$ cat src/rtl/led_matrix_scanner_if.sv
// Frame/scan bundle between a frame generator (master) and led_matrix_scanner (slave).
// LED_SCAN_DIM_EN adds the 3-bit i_dim brightness input.
interface led_matrix_scanner_if;
    logic        i_en;
    logic        i_hold;
    logic [63:0] i_frame_g;
    logic [63:0] i_frame_r;
`ifdef LED_SCAN_DIM_EN
    logic [2:0]  i_dim;
`endif
    logic [7:0]  o_row_n;
    logic [7:0]  o_col_g_n;
    logic [7:0]  o_col_r_n;
    logic [2:0]  o_row_idx;
    logic        o_frame_done;

`ifdef LED_SCAN_DIM_EN
    modport master (
        output i_en, i_hold, i_frame_g, i_frame_r, i_dim,
        input  o_row_n, o_col_g_n, o_col_r_n, o_row_idx, o_frame_done
    );
    modport slave (
        input  i_en, i_hold, i_frame_g, i_frame_r, i_dim,
        output o_row_n, o_col_g_n, o_col_r_n, o_row_idx, o_frame_done
    );
`else
    modport master (
        output i_en, i_hold, i_frame_g, i_frame_r,
        input  o_row_n, o_col_g_n, o_col_r_n, o_row_idx, o_frame_done
    );
    modport slave (
        input  i_en, i_hold, i_frame_g, i_frame_r,
        output o_row_n, o_col_g_n, o_col_r_n, o_row_idx, o_frame_done
    );
`endif
endinterface

$ cat src/rtl/led_matrix_scanner.sv
// Double-buffered 8x8 bicolour LED row scanner with per-row blanking and frame-done strobe.
// Optional macro LED_SCAN_DIM_EN: gates the DRIVE phase by the i_dim brightness level.
module led_matrix_scanner #(
    parameter int unsigned DIV_COUNT    = 1000,
    parameter int unsigned BLANK_CYCLES = 16
) (
    input  logic                 i_clk,
    input  logic                 i_rst,
    led_matrix_scanner_if.slave  bus
);
    localparam int unsigned TW = (DIV_COUNT > 1) ? $clog2(DIV_COUNT) : 1;
    localparam logic [TW-1:0] TICK_LAST = TW'(DIV_COUNT - 1);

    typedef enum logic {S_BLANK, S_DRIVE} state_t;
    localparam state_t RST_STATE = (BLANK_CYCLES > 0) ? S_BLANK : S_DRIVE;

    state_t        r_state, w_state_nxt;
    logic [TW-1:0] r_tick, w_tick_nxt;
    logic [2:0]    r_row, w_row_nxt;
    logic [63:0]   r_shadow_g, r_shadow_r;
    logic [7:0]    r_row_n, r_col_g_n, r_col_r_n;
    logic [7:0]    w_row_n_nxt, w_col_g_nxt, w_col_r_nxt;
    logic          r_frame_done;
    logic          w_last_tick, w_load_evt, w_lit;

`ifdef LED_SCAN_DIM_EN
    logic [31:0] w_on_len;
    // Only evaluated in DRIVE, where r_tick >= BLANK_CYCLES, so the subtraction cannot wrap.
    assign w_on_len = ((32'(bus.i_dim) + 32'd1) * (DIV_COUNT - BLANK_CYCLES)) / 32'd8;
    assign w_lit    = (32'(r_tick) - BLANK_CYCLES) < w_on_len;
`else
    assign w_lit = 1'b1;
`endif

    always_comb begin
        w_last_tick = (r_tick == TICK_LAST);
        w_load_evt  = bus.i_en && w_last_tick && (r_row == 3'd7);
        w_tick_nxt  = r_tick;
        w_row_nxt   = r_row;
        if (bus.i_en) begin
            if (w_last_tick) begin
                w_tick_nxt = '0;
                w_row_nxt  = r_row + 3'd1;
            end else begin
                w_tick_nxt = r_tick + TW'(1);
            end
        end
        // Phase register always tracks the phase of the tick it accompanies.
        w_state_nxt = (32'(w_tick_nxt) < BLANK_CYCLES) ? S_BLANK : S_DRIVE;

        w_row_n_nxt = '1;
        w_col_g_nxt = '1;
        w_col_r_nxt = '1;
        if (bus.i_en && (r_state == S_DRIVE) && w_lit) begin
            w_row_n_nxt = ~(8'b1 << r_row);
            w_col_g_nxt = r_shadow_g[{r_row, 3'b000} +: 8];
            w_col_r_nxt = r_shadow_r[{r_row, 3'b000} +: 8];
        end
    end

    always_ff @(posedge i_clk or negedge i_rst) begin
        if (!i_rst) begin
            r_state      <= RST_STATE;
            r_tick       <= '0;
            r_row        <= '0;
            r_shadow_g   <= '1;
            r_shadow_r   <= '1;
            r_row_n      <= '1;
            r_col_g_n    <= '1;
            r_col_r_n    <= '1;
            r_frame_done <= 1'b0;
        end else begin
            r_state      <= w_state_nxt;
            r_tick       <= w_tick_nxt;
            r_row        <= w_row_nxt;
            r_row_n      <= w_row_n_nxt;
            r_col_g_n    <= w_col_g_nxt;
            r_col_r_n    <= w_col_r_nxt;
            r_frame_done <= w_load_evt;
            if (w_load_evt && !bus.i_hold) begin
                r_shadow_g <= bus.i_frame_g;
                r_shadow_r <= bus.i_frame_r;
            end
        end
    end

    assign bus.o_row_n      = r_row_n;
    assign bus.o_col_g_n    = r_col_g_n;
    assign bus.o_col_r_n    = r_col_r_n;
    assign bus.o_row_idx    = r_row;
    assign bus.o_frame_done = r_frame_done;
endmodule

$ cat src/flat_wrapper.sv
// flat-port wrapper written by rule: the top's interface ports become plain ports
module led_matrix_scanner_flat 
#(
    parameter int unsigned DIV_COUNT    = 1000,
    parameter int unsigned BLANK_CYCLES = 16
)
  (i_clk, i_rst, bus_i_en, bus_i_hold, bus_i_frame_g, bus_i_frame_r, bus_o_row_n, bus_o_col_g_n, bus_o_col_r_n, bus_o_row_idx, bus_o_frame_done);
  led_matrix_scanner_if bus_i ();
  input  logic i_clk;
  input  logic i_rst;
  input wire logic [$bits(bus_i.i_en)-1:0] bus_i_en;
  input wire logic [$bits(bus_i.i_hold)-1:0] bus_i_hold;
  input wire logic [$bits(bus_i.i_frame_g)-1:0] bus_i_frame_g;
  input wire logic [$bits(bus_i.i_frame_r)-1:0] bus_i_frame_r;
  output wire logic [$bits(bus_i.o_row_n)-1:0] bus_o_row_n;
  output wire logic [$bits(bus_i.o_col_g_n)-1:0] bus_o_col_g_n;
  output wire logic [$bits(bus_i.o_col_r_n)-1:0] bus_o_col_r_n;
  output wire logic [$bits(bus_i.o_row_idx)-1:0] bus_o_row_idx;
  output wire logic [$bits(bus_i.o_frame_done)-1:0] bus_o_frame_done;
  assign bus_i.i_en = bus_i_en;
  assign bus_i.i_hold = bus_i_hold;
  assign bus_i.i_frame_g = bus_i_frame_g;
  assign bus_i.i_frame_r = bus_i_frame_r;
  assign bus_o_row_n = bus_i.o_row_n;
  assign bus_o_col_g_n = bus_i.o_col_g_n;
  assign bus_o_col_r_n = bus_i.o_col_r_n;
  assign bus_o_row_idx = bus_i.o_row_idx;
  assign bus_o_frame_done = bus_i.o_frame_done;
  led_matrix_scanner #(.DIV_COUNT(DIV_COUNT), .BLANK_CYCLES(BLANK_CYCLES)) u_core (.i_clk(i_clk), .i_rst(i_rst), .bus(bus_i));
endmodule
$ cat config.mk
export PLATFORM = sky130hd
export DESIGN_NAME = led_matrix_scanner_flat
export DESIGN_NICKNAME = d
export VERILOG_FILES = /design/src/rtl/led_matrix_scanner_if.sv /design/src/rtl/led_matrix_scanner.sv /design/src/flat_wrapper.sv
export SDC_FILE = /design/constraint.sdc
export NUM_CORES = 1
export LEC_CHECK = 0
export BUFFER_PORTS_ARGS = -buffer_cell sky130_fd_sc_hd__buf_4
export CAP_MARGIN = 25
export CORE_MARGIN = 5
export CORE_UTILIZATION = 54
export CTS_CLUSTER_SIZE = 10
export DETAILED_ROUTE_END_ITERATION = 10
export HOLD_SLACK_MARGIN = 0.06
export PLACE_DENSITY = 0.88
export REMOVE_ABC_BUFFERS = 1
export SYNTH_ARGS = -nofsm -noshare
export SYNTH_HDL_FRONTEND = slang
export SYNTH_SLANG_ARGS = --single-unit
$ cat constraint.sdc
create_clock -name i_clk -period 2.3 [get_ports i_clk]
set_input_delay 0.23 -clock i_clk [delete_from_list [all_inputs] [get_ports i_clk]]
set_output_delay 0.23 -clock i_clk [all_outputs]
set_load 0.01 [all_outputs]
# Word level (Yosys, flattened, before mapping)
# Index checks and enable logic that the tools add are counted.
# totals
wordCells	30
out_inout_bits	28
regBits	167
inputBits	132
# classes
n_reduce_logical	6
eq_ne	2
shift	3
bitwise_logic	1
add_sub_neg	2
order_cmp	1
n_mux	6
# ops
op	count
64-bit by 7-bit variable part select with 8-bit output	2
8-bit two-way mux	3
10-bit two-way mux	2
10-bit by 1-bit adder with 10-bit output, second input constant	1
10-bit == test, second input constant	1
10-bit by 5-bit < comparator with 1-bit output, second input constant	1
8-bit NOT	1
1-bit by 3-bit left shift with 8-bit output, first input constant	1
1-bit logical AND	4
3-bit by 1-bit adder with 3-bit output, second input constant	1
3-bit == test, second input constant	1
2-bit AND reduction	1
1-bit zero test	1
1-bit two-way mux	1

# Logic depth before layout (Yosys ltp)
# Gate-level depths: netlist of the first run.
# depth
depth_word	5
ltp_mapped	7
mapped_depth_nobuf	6

# Worst setup path before layout of the first run
# OpenSTA, ideal clock, no wires.
# synth_path
kind	register to register
start	register u_core.r_tick[0]
end	register u_core.r_shadow_g[0]
stages_incl_launch_ff	8
arrival_ns	1.958
setup_time_ns	0.082
period_less_slack_ns	2.041
required_time_ns	2.218
path_slack_ns	0.259
path_buffers	2
cell_sequence	dfrtp_1 ha_1 nand4_4 or3_4 nor3_4 buf_12 buf_12 mux2_4
# synth_between
elab_chain_cells	4
# synth_lines
element	line_no	rtl
from (decl)	led_matrix_scanner.sv:18	logic [TW-1:0] r_tick, w_tick_nxt;
from (signal assigned)	led_matrix_scanner.sv:74	r_tick <= w_tick_nxt;
10-bit == test	led_matrix_scanner.sv:36	w_last_tick = (r_tick == TICK_LAST);
1-bit logical AND (2 in a row)	led_matrix_scanner.sv:37	w_load_evt = bus.i_en && w_last_tick && (r_row == 3'd7);
1-bit logical AND	led_matrix_scanner.sv:80	if (w_load_evt && !bus.i_hold) begin
to (signal assigned)	led_matrix_scanner.sv:81	r_shadow_g <= bus.i_frame_g;
to (decl)	led_matrix_scanner.sv:20	logic [63:0] r_shadow_g, r_shadow_r;
# No other way between the ends.
# A chain may end at the register's enable or synchronous reset.

# Worst setup path in the final report of the first run
# layout_path
start	register u_core.r_tick[0]
end	register u_core.r_shadow_r[37]
# layout_between
elab_chain_cells	4
# layout_lines
element	line_no	rtl
10-bit == test	led_matrix_scanner.sv:36	
1-bit logical AND (2 in a row)	led_matrix_scanner.sv:37	
1-bit logical AND	led_matrix_scanner.sv:80	
to (signal assigned)	led_matrix_scanner.sv:82	r_shadow_r <= bus.i_frame_r;
to (decl)	led_matrix_scanner.sv:20	
# No other way between the ends.

==> impl_metrics.tcl, run 1 <==
set metrics [dict create \
    yosys.area.top_type_share 0.5020 \
    fillers 784 \
    numCtsBuffers 17 \
    p_per_area_mw_per_mm2 597.9 \
    ys_seq_area_frac 0.5492 \
    ir_worst_vdd_mv 0.5489 \
    dieArea_mm2 0.01726 \
    io_pins 160 \
    drv_cap 0 \
    path_delay_family "simple AND/OR/NAND/NOR gates" \
    core_area_mm2 0.01448 \
    antenna_found_initial 2 \
    grt_start_max_net_pins 77 \
    p_leak_uw 0.004795 \
    outcome "finished clean" \
    clk_pin_slew_ps 60 \
    io_buffer_count 159 \
    fin_hold_ws_ps 87.45 \
    fin_area_mm2 0.01124 \
    grt_pass1_vias 6129 \
    wl_per_cell_um 21.99 \
    h-tree-depth 4 \
    max_stage_delay_ps 420 \
    setup_slack_ps 44.26 \
    syn_avg_cell_area_um2 16.57 \
    drtIter0Drc 305 \
    min_period_over_period 0.9808 \
    synth_most_common_cell "dfstp_2" \
    min_period_ps 2256 \
    crit_arrival_ps 2600 \
    synth_edf_count 0 \
    grt_pass1_wl_um 34060 \
    post-place-ws_ps 11.78 \
    layout.nets 921 \
    clock-sinks 167 \
    worstPathCellList "ha_1, nand4_4, or3_4, nor3_4, buf_4, clkbuf_16, mux2_1" \
    synthDistinctLibCells 41 \
    synth_ff_type "dfstp_2" \
    hold_viol 0 \
    synth_common_cells "dfstp_2, mux2_4, nand2_1" \
    via_count 5334 \
    cp_slowest_cell "dfrtp_1" \
    drive_gt1_frac 0.6478 \
    vias_per_cell 5.437 \
    fmax_mhz 443.3 \
    synthArstFlopShare 1.000 \
    clock_path_buffers 2 \
    cp.required_ps 2640 \
    place.gp.congestion 0.8403 \
    power_uw 6722 \
    setup_viol 0 \
    die_h_um 131.4 \
    initial_core_util 0.5494 \
    skew_ps 10.17 \
    std_cell_rows 44 \
    cp_max_fo 24 \
    syn_inst 480 \
    dpl.hpwl_um 11930 \
    synth_area_leaders "dfstp_2, mux2_4, mux4_2" \
    ant_nets 0 \
    track_usage 0.2542 \
    cp.buffers_inverters 2 \
    gr-total-overflow 0 \
    min_path_type "in2reg" \
    placed_area_mm2 0.009290 \
    dr.pass1.iters 5 \
    max_slew_margin 0.5084 \
    cts-root-buf "clkbuf_16" \
    crit_type "reg2reg" \
    wirelength_um 21570 \
    final_util 0.7764 \
    worst_pin_slew_ps 737.3 \
    yosys_warnings 0 \
    clk_latency_ps 430 \
    route.detailed.drc 0 \
    synth-seq-cells 167 \
    cts_tree "done" \
    netlist_area_mm2 0.007955 \
    final_max_slew_viol_count 0 \
    area_growth_pct 41.32 \
    yosysTopAreaCell "dfstp_2" \
    endpoint_kind "register" \
    die_w_um 131.4 \
    startpoint_type "register" \
]
==> state kept, by name (all words and copies together) (netlist names) <==
name and cells:
u_core.bus.o_frame_done 1, u_core.bus.o_row_n 8, u_core.r_shadow_r 64, u_core.bus.o_col_r_n 8, u_core.r_state 1, u_core.bus.o_row_idx 3, u_core.r_shadow_g 64, u_core.bus.o_col_g_n 8
u_core.r_tick 10
==> layer usage <==
layer	wire, um	vias up	track usage	share of wire
met4	550	0	0.1086	0.025
met3	1215	43	0.05199	0.056
met2	11920	217	0.4574	0.55
met5	0	-	0	0
li1	-	2338	-	-
met1	7887	2736	0.2940	0.37
==> layout make-up <==
type / instances / area [um^2] / share of cell area
Sequential cell: 167 / 4372 / 0.3889
Multi-Input combinational cell: 279 / 3243 / 0.2885
Timing Repair Buffer: 311 / 2761 / 0.2456
Clock buffer: 21 / 460.4 / 0.04096
Tap cell: 184 / 230.2 / 0.02048
Clock inverter: 11 / 147.6 / 0.01313
Inverter: 6 / 22.52 / 0.002003
Antenna cell: 2 / 5.005 / 0.0004452
==> worst register-to-register path: cells and delay by family, from the launching register on <==
| kind | cells | cell delay (ps) |
|---|---|---|
| AND/OR/NAND/NOR | 3 | 710 |
| flip-flops | 1 | 420 |
| multiplexers | 1 | 400 |
| buffers and inverters | 2 | 390 |
| adder cells (fa/ha/maj) | 1 | 250 |
==> report_power, final <==
part / switching [uW] / internal, uW / total [uW]
clock network: 1180 / 1760 / 2950
logic: 273 / 403 / 676
registers: 78.0 / 3020 / 3100
==> repair_timing <==
item / 4_1_cts / 5_1_grt
pin swaps: 0 / 0
buffers inserted: 0 / 2
cloned: 0 / 1
resized for setup: 1 / 4
hold buffers: 129 / 0
hold endpoints to repair: 140 / 0
setup endpoints to repair: 6 / 71
==> logic make-up (layout without fill, tap and decap cells) <==
family | after synthesis | in the layout | synth area share
AO/OA/AOI/OAI | 12 | 12 | 0.01054
XOR/XNOR | 4 | 4 | 0.004405
adder cells (fa/ha/maj) | 7 | 7 | 0.01101
buffers and inverters | 34 | 349 | 0.04309
flip-flops | 167 | 167 | 0.5492
multiplexers | 161 | 161 | 0.3202
other | 0 | 2 | 0
AND/OR/NAND/NOR | 95 | 95 | 0.06150
==> stage by stage <==
step	TNS [ps]	instances
3_5_place_dp	0	815
4_1_cts	0	976
5_1_grt	-60.67	981
6_report	0	981
3_3_place_gp	0	815
2_1_floorplan	-617060	452
==> final timing paths <==
kind	start	to	slack [ps]	cells past startpoint
max in group asynchronous	i_rst	u_core.bus.o_col_g_n[6]$_DFF_PN1_	1190	3
max reg2reg	u_core.r_tick[0]$_DFFE_PN0P_	u_core.r_shadow_r[37]$_DFFE_PN1P_	40	7
min	bus_i_en	u_core.r_tick[1]$_DFFE_PN0P_	90	2
min reg2reg	u_core.r_tick[1]$_DFFE_PN0P_	u_core.r_tick[1]$_DFFE_PN0P_	560	2
max	u_core.r_tick[0]$_DFFE_PN0P_	u_core.r_shadow_r[37]$_DFFE_PN1P_	40	7
min in group asynchronous	i_rst	u_core.r_tick[4]$_DFF_PN0_	430	2
==> placed cells by master (no fill, tap or decap), types with 3 or more instances in the layout <==
| cell | n |
|---|---|
| buf_4 | 173 |
| nor2_1 | 4 |
| nand2_1 | 48 |
| nand3_1 | 23 |
| buf_12 | 6 |
| inv_1 | 5 |
| bufinv_16 | 3 |
| clkbuf_16 | 18 |
| dfstp_2 | 152 |
| mux2_1 | 20 |
| o21ai_0 | 5 |
| dlygate4sd3_1 | 129 |
| clkinvlp_4 | 5 |
| mux2_4 | 100 |
| dfrtp_1 | 13 |
| mux2_2 | 8 |
| ha_1 | 7 |
| xnor2_1 | 3 |
| mux4_2 | 32 |
| nand4_1 | 4 |
Power figures use the tool's default switching activity.
==> run 2, diff against run 1 <==
CTS_BUF_LIST = sky130_fd_sc_hd__clkbuf_2   (was default)
CTS_CLUSTER_SIZE = 25   (was 10)
==> run 2 against run 1 <==
Compared with the run above: worst setup slack improved by 29 ps; combinational power rose by 2%; clock-buffer cell count fell by 2; sequential share of layout area rose by 1.1 points; non-clock buffer count rose by 5; core utilization fell by 2.2 points; largest cell class unchanged.
==> impl_metrics.tcl, run 2 (synthesis results as in run 1) <==
set metrics [dict create \
    worstReg2RegStart "u_core.r_tick[0]$_DFFE_PN0P_" \
    p_per_area_mw_per_mm2 498.5 \
    ir_worst_vdd_mv 0.3552 \
    dieArea_mm2 0.01726 \
    layout_commonest_cell "buf_4" \
    clk_latency_ps 740 \
    vias_per_cell 5.422 \
    place.gp.congestion 0.8403 \
    layout.nets 926 \
    die_w_um 131.4 \
    grt_start_max_net_pins 66 \
    min_path_type "in2reg" \
    ant_nets 0 \
    final_max_slew_viol_count 0 \
    layout.cells.non_filler 987 \
    endpoint_kind "register" \
    drv_cap 0 \
    drtIter0Drc 249 \
    dpl.hpwl_um 11930 \
    fin_area_mm2 0.01093 \
    cp.required_ps 2970 \
    track_usage 0.2466 \
    placed_area_mm2 0.009290 \
    io_pins 160 \
    outcome "finished clean" \
    min_period_ps 2227 \
    area_growth_pct 37.40 \
    wl_per_cell_um 21.42 \
    min_from "bus_i_frame_g[13]" \
    cts_tree "done" \
    crit_type "reg2reg" \
    fillers 836 \
    worst_pin_slew_ps 650.2 \
    rsz0062_at_grt "false" \
    max_slew_margin 0.5665 \
    startpoint_type "register" \
    crit_arrival_ps 2900 \
    route.detailed.drc 0 \
    std_cell_rows 44 \
    skew_ps 41.72 \
    grt_pass1_vias 6071 \
    cp_max_fo 27 \
    dr.pass1.iters 6 \
    layout_common_cells "buf_4, dfstp_2, dlygate4sd3_1" \
    p_leak_uw 0.004674 \
    io_buffer_count 159 \
    dp_cells 815 \
    clock_path_buffers 2 \
    wirelength_um 21140 \
    clock-sinks 167 \
    via_count 5352 \
    reg_top3 "u_core.r_shadow_g: 64 flops, u_core.r_shadow_r: 64 flops, u_core.r_tick: 10 flops" \
    initial_core_util 0.5494 \
    clk_pin_slew_ps 260 \
    setup_viol 0 \
    die_h_um 131.4 \
    startpoint "u_core.r_tick[0]$_DFFE_PN0P_" \
    cts-root-buf "clkbuf_2" \
    hold_viol 0 \
    h-tree-depth 4 \
    drive_gt1_frac 0.6463 \
    final_util 0.7549 \
    fmax_mhz 449.1 \
    antenna_found_initial 3 \
    numCtsBuffers 17 \
    gr-total-overflow 0 \
    core_area_mm2 0.01448 \
    min_period_over_period 0.9682 \
    grt_pass1_wl_um 33350 \
]
-- run 2: area by class of cell --
type                    count  area (um^2)  share of cell area
clock buffers              19        95.09            0.008700
multi-input cells         279         3243              0.2967
flip-flops and latches    167         4372              0.4000
clock inverters            13        155.1             0.01419
well taps                 184        230.2             0.02106
diodes                      3        7.507           0.0006868
repair buffers            316         2805              0.2566
inverters                   6        22.52            0.002060
-- run 2: path summary, 6_finish.rpt --
check,slack [ps],depth (start not counted),to
max,70,7,u_core.r_shadow_r[51]$_DFFE_PN1P_
min,240,3,u_core.r_shadow_g[13]$_DFFE_PN1P_
max reg2reg,70,7,u_core.r_shadow_r[51]$_DFFE_PN1P_
min reg2reg,540,1,u_core.r_tick[0]$_DFFE_PN0P_
max in group asynchronous,780,3,u_core.r_tick[8]$_DFF_PN0_
min in group asynchronous,400,2,u_core.r_shadow_r[14]$_DFFE_PN1P_
-- run 2: report_power, final --
| part | total (uW) | switching, uW | internal [uW] | leakage (uW) |
|---|---|---|---|---|
| Clock | 1650 | 1050 | 604 | 0.000138 |
| Sequential | 3100 | 76.5 | 3030 | 0.00174 |
| Combinational | 690 | 276 | 415 | 0.00279 |
| Total | 5450 | 1400 | 4050 | 0.00467 |
-- run 2: what timing repair did --
item / in CTS / in global routing
hold buffers: 132 / 0
gates cloned: 0 / 1
resized for setup: 2 / 3
hold endpoints to repair: 219 / 0
pin swaps: 0 / 0
endpoints found under the setup margin: 6 / 73
buffers inserted: 0 / 4
-- run 2: per-stage QoR --
step,total power [uW],hold slack (ps),setup WS [ps],setup TNS [ps]
final,5449,236.4,73.18,0
after global routing,5662,135.5,3.473,0
after CTS,5440,172.5,32.45,0
after detailed placement,3620,319.1,11.78,0
after global placement,3588,308.2,95.16,0
after floorplan,3265,-65.59,-4897,-617060
-- run 2: layer usage --
layer | wire, um | vias up | part of all wire | GRT usage
met5 | 0 | - | 0 | 0
met2 | 11440 | 218 | 0.54 | 0.4382
met4 | 532 | 0 | 0.025 | 0.08514
met3 | 1264 | 50 | 0.060 | 0.06843
met1 | 7901 | 2740 | 0.37 | 0.2873
li1 | - | 2344 | - | -
-- run 2: worst max-delay path: stages, from the launching register on --
cell and delay (ps):
dfrtp_1 440, ha_1 250, nand4_4 160, or3_4 390, nor3_4 150, buf_4 160
buf_8 260, mux2_2 370
==> run 3, diff against run 2 <==
BUFFER_PORTS_ARGS = -buffer_cell sky130_fd_sc_hd__buf_2   (was -buffer_cell sky130_fd_sc_hd__buf_4)
CORE_UTILIZATION = 40   (was 54)
PLACE_DENSITY = 0.7   (was 0.88)
==> run 3 against run 2 <==
Compared with the run above: sequential cell count did not move; combinational power fell by 11%; critical path depth did not move; via count fell by 4.5%; critical endpoint is now u_core.r_shadow_r[14]$_DFFE_PN1P_; largest power group unchanged.
==> impl_metrics.tcl, run 3 (synthesis results as in run 1) <==
set metrics [dict create \
    max_slew_margin 0.5972 \
    dp_cells 901 \
    wl_per_cell_um 18.52 \
    worstPathCellList "ha_4, nand4_4, or3_4, nor3_4, buf_4, clkbuf_16, mux2_4" \
    path_delay_family "simple AND/OR/NAND/NOR gates" \
    io_pins 160 \
    die_w_um 151.0 \
    highest_layer "met4" \
    clock_path_buffers 2 \
    cp.buffers_inverters 2 \
    track_usage 0.1774 \
    grt_pass1_vias 5970 \
    outcome "finished clean" \
    hold_end "u_core.r_shadow_r[16]$_DFFE_PN1P_" \
    grt_pass1_wl_um 31160 \
    reg_top3 "u_core.r_shadow_g: 64 flops, u_core.r_shadow_r: 64 flops, u_core.r_tick: 10 flops" \
    clk_pin_slew_ps 240 \
    cts-root-buf "clkbuf_2" \
    fmax_mhz 447.5 \
    drv_cap 0 \
    hold_viol 0 \
    wirelength_met1_um 8223 \
    ir_worst_vdd_mv 0.3744 \
    route.detailed.drc 0 \
    r2r-end "u_core.r_shadow_r[14]$_DFFE_PN1P_" \
    layout_commonest_cell "buf_2" \
    gr-total-overflow 0 \
    io_buffer_count 159 \
    area_growth_pct 33.63 \
    place.gp.congestion 0.7919 \
    layout.nets 926 \
    numCtsBuffers 17 \
    grt_start_max_net_pins 64 \
    wirelength_um 19740 \
    drive_gt1_frac 0.6475 \
    ant_nets 0 \
    dieArea_mm2 0.02281 \
    vias_per_cell 4.796 \
    drtIter0Drc 329 \
    endpoint_kind "register" \
    clock-sinks 167 \
    cp_slowest_cell "dfrtp_1" \
    worstReg2RegStart "u_core.r_tick[0]$_DFFE_PN0P_" \
    h-tree-depth 4 \
    reg2reg_setup_slack_ps 70 \
    p_per_area_mw_per_mm2 492.2 \
    skew_ps 52.92 \
    crit_type "reg2reg" \
    max_stage_delay_ps 480 \
    min_period_over_period 0.9716 \
    clk_latency_ps 700 \
    final_max_slew_viol_count 0 \
    met3_length_um 865 \
    std_cell_rows 51 \
    worst_pin_slew_ps 604.2 \
    cts_tree "done" \
    die_h_um 151.0 \
    min_from "bus_i_hold" \
    cp.required_ps 2920 \
    min_period_ps 2235 \
    layout.cells.non_filler 1066 \
    p_leak_uw 0.004535 \
    wl_met2_um 10440 \
    dr.pass1.iters 4 \
    initial_core_util 0.4074 \
    worst-r2r-cell-count 7 \
    dpl.hpwl_um 12250 \
    setup_viol 0 \
    power_uw 5232 \
    startpoint_type "register" \
    fin_hold_ws_ps 223.6 \
    core_area_mm2 0.01953 \
    antenna_found_initial 0 \
    cp_max_fo 15 \
    crit_arrival_ps 2850 \
    min_path_type "in2reg" \
    via_count 5113 \
    layout_common_cells "buf_2, dfstp_2, dlygate4sd3_1" \
    whs_path_depth 5 \
]
[run 3: cell count changes in the layout (fill, tap and decap cells not counted), sizes merged]
| cell | before | now |
|---|---|---|
| clkinv | 5 | 9 |
| clkinvlp | 5 | 2 |
| diode | 3 | 1 |
| dlygate4sd3 | 132 | 130 |
| buf | 183 | 184 |
| bufinv | 3 | 2 |
| inv | 6 | 7 |
[run 3: layout make-up]
| cell class | instances | area [um^2] |
|---|---|---|
| antenna | 1 | 2.502 |
| clock buffer | 18 | 90.09 |
| clock inverter | 14 | 132.6 |
| fill | 1571 | 8896 |
| inverter | 6 | 22.52 |
| multi-input combinational | 279 | 3256 |
| sequential | 167 | 4372 |
| tap | 265 | 331.6 |
| timing repair buffer | 316 | 2424 |
[run 3: how the worst max path moves through the flow]
| stage | from | end | cells past startpoint |
|---|---|---|---|
| after CTS | u_core.r_tick[0]$_DFFE_PN0P_ | u_core.r_shadow_g[5]$_DFFE_PN1P_ | 7 |
| after global routing | u_core.r_tick[0]$_DFFE_PN0P_ | u_core.r_shadow_g[1]$_DFFE_PN1P_ | 7 |
| after global placement | u_core.r_tick[0]$_DFFE_PN0P_ | u_core.r_shadow_r[39]$_DFFE_PN1P_ | 7 |
| final | u_core.r_tick[0]$_DFFE_PN0P_ | u_core.r_shadow_r[14]$_DFFE_PN1P_ | 7 |
| after floorplan | u_core.bus.o_row_idx[0]$_DFFE_PN0P_ | u_core.r_shadow_r[46]$_DFFE_PN1P_ | 5 |
| after detailed placement | u_core.r_tick[0]$_DFFE_PN0P_ | u_core.r_shadow_r[30]$_DFFE_PN1P_ | 7 |
[run 3: per-layer routing]
metal	global-route usage	vias up
li1	-	2339
met1	0.2124	2631
met2	0.3173	124
met3	0.04638	19
met4	0.04578	0
met5	0	-
[run 3: worst reg2reg max path, stage by stage (launching register included)]
cell	delay, ps
dfrtp_1	480
ha_4	200
nand4_4	140
or3_4	390
nor3_4	190
buf_4	250
clkbuf_16	230
mux2_4	310
[run 3: stage by stage]
step | util | worst slack (ps) | instance area, um^2 | TNS [ps]
finish | 0.5444 | 65.27 | 10630 | 0
global route | 0.5443 | -5.957 | 10630 | -10.25
CTS | 0.5409 | 2.553 | 10560 | 0
detailed placement | 0.4626 | 7.149 | 9034 | 0
global placement | 0.4626 | 65.46 | 9034 | 0
floorplan | - | -4897 | 7635 | -617060
[run 3: repair_timing]
action | 4_1_cts | 5_1_grt
buffers inserted | 0 | 1
setup endpoints to repair | 1 | 70
hold buffers | 130 | 0
endpoints found under the hold margin | 221 | 0
gates cloned | 0 | 1
resized for setup | 1 | 6
[run 3: report_power, final]
group / total (uW) / leakage [uW] / internal [uW] / switching, uW
logic: 616 / 0.00266 / 348 / 268
registers: 3090 / 0.00174 / 3030 / 66.4
clock network: 1520 / 0.000135 / 490 / 1030
total: 5230 / 0.00453 / 3860 / 1370
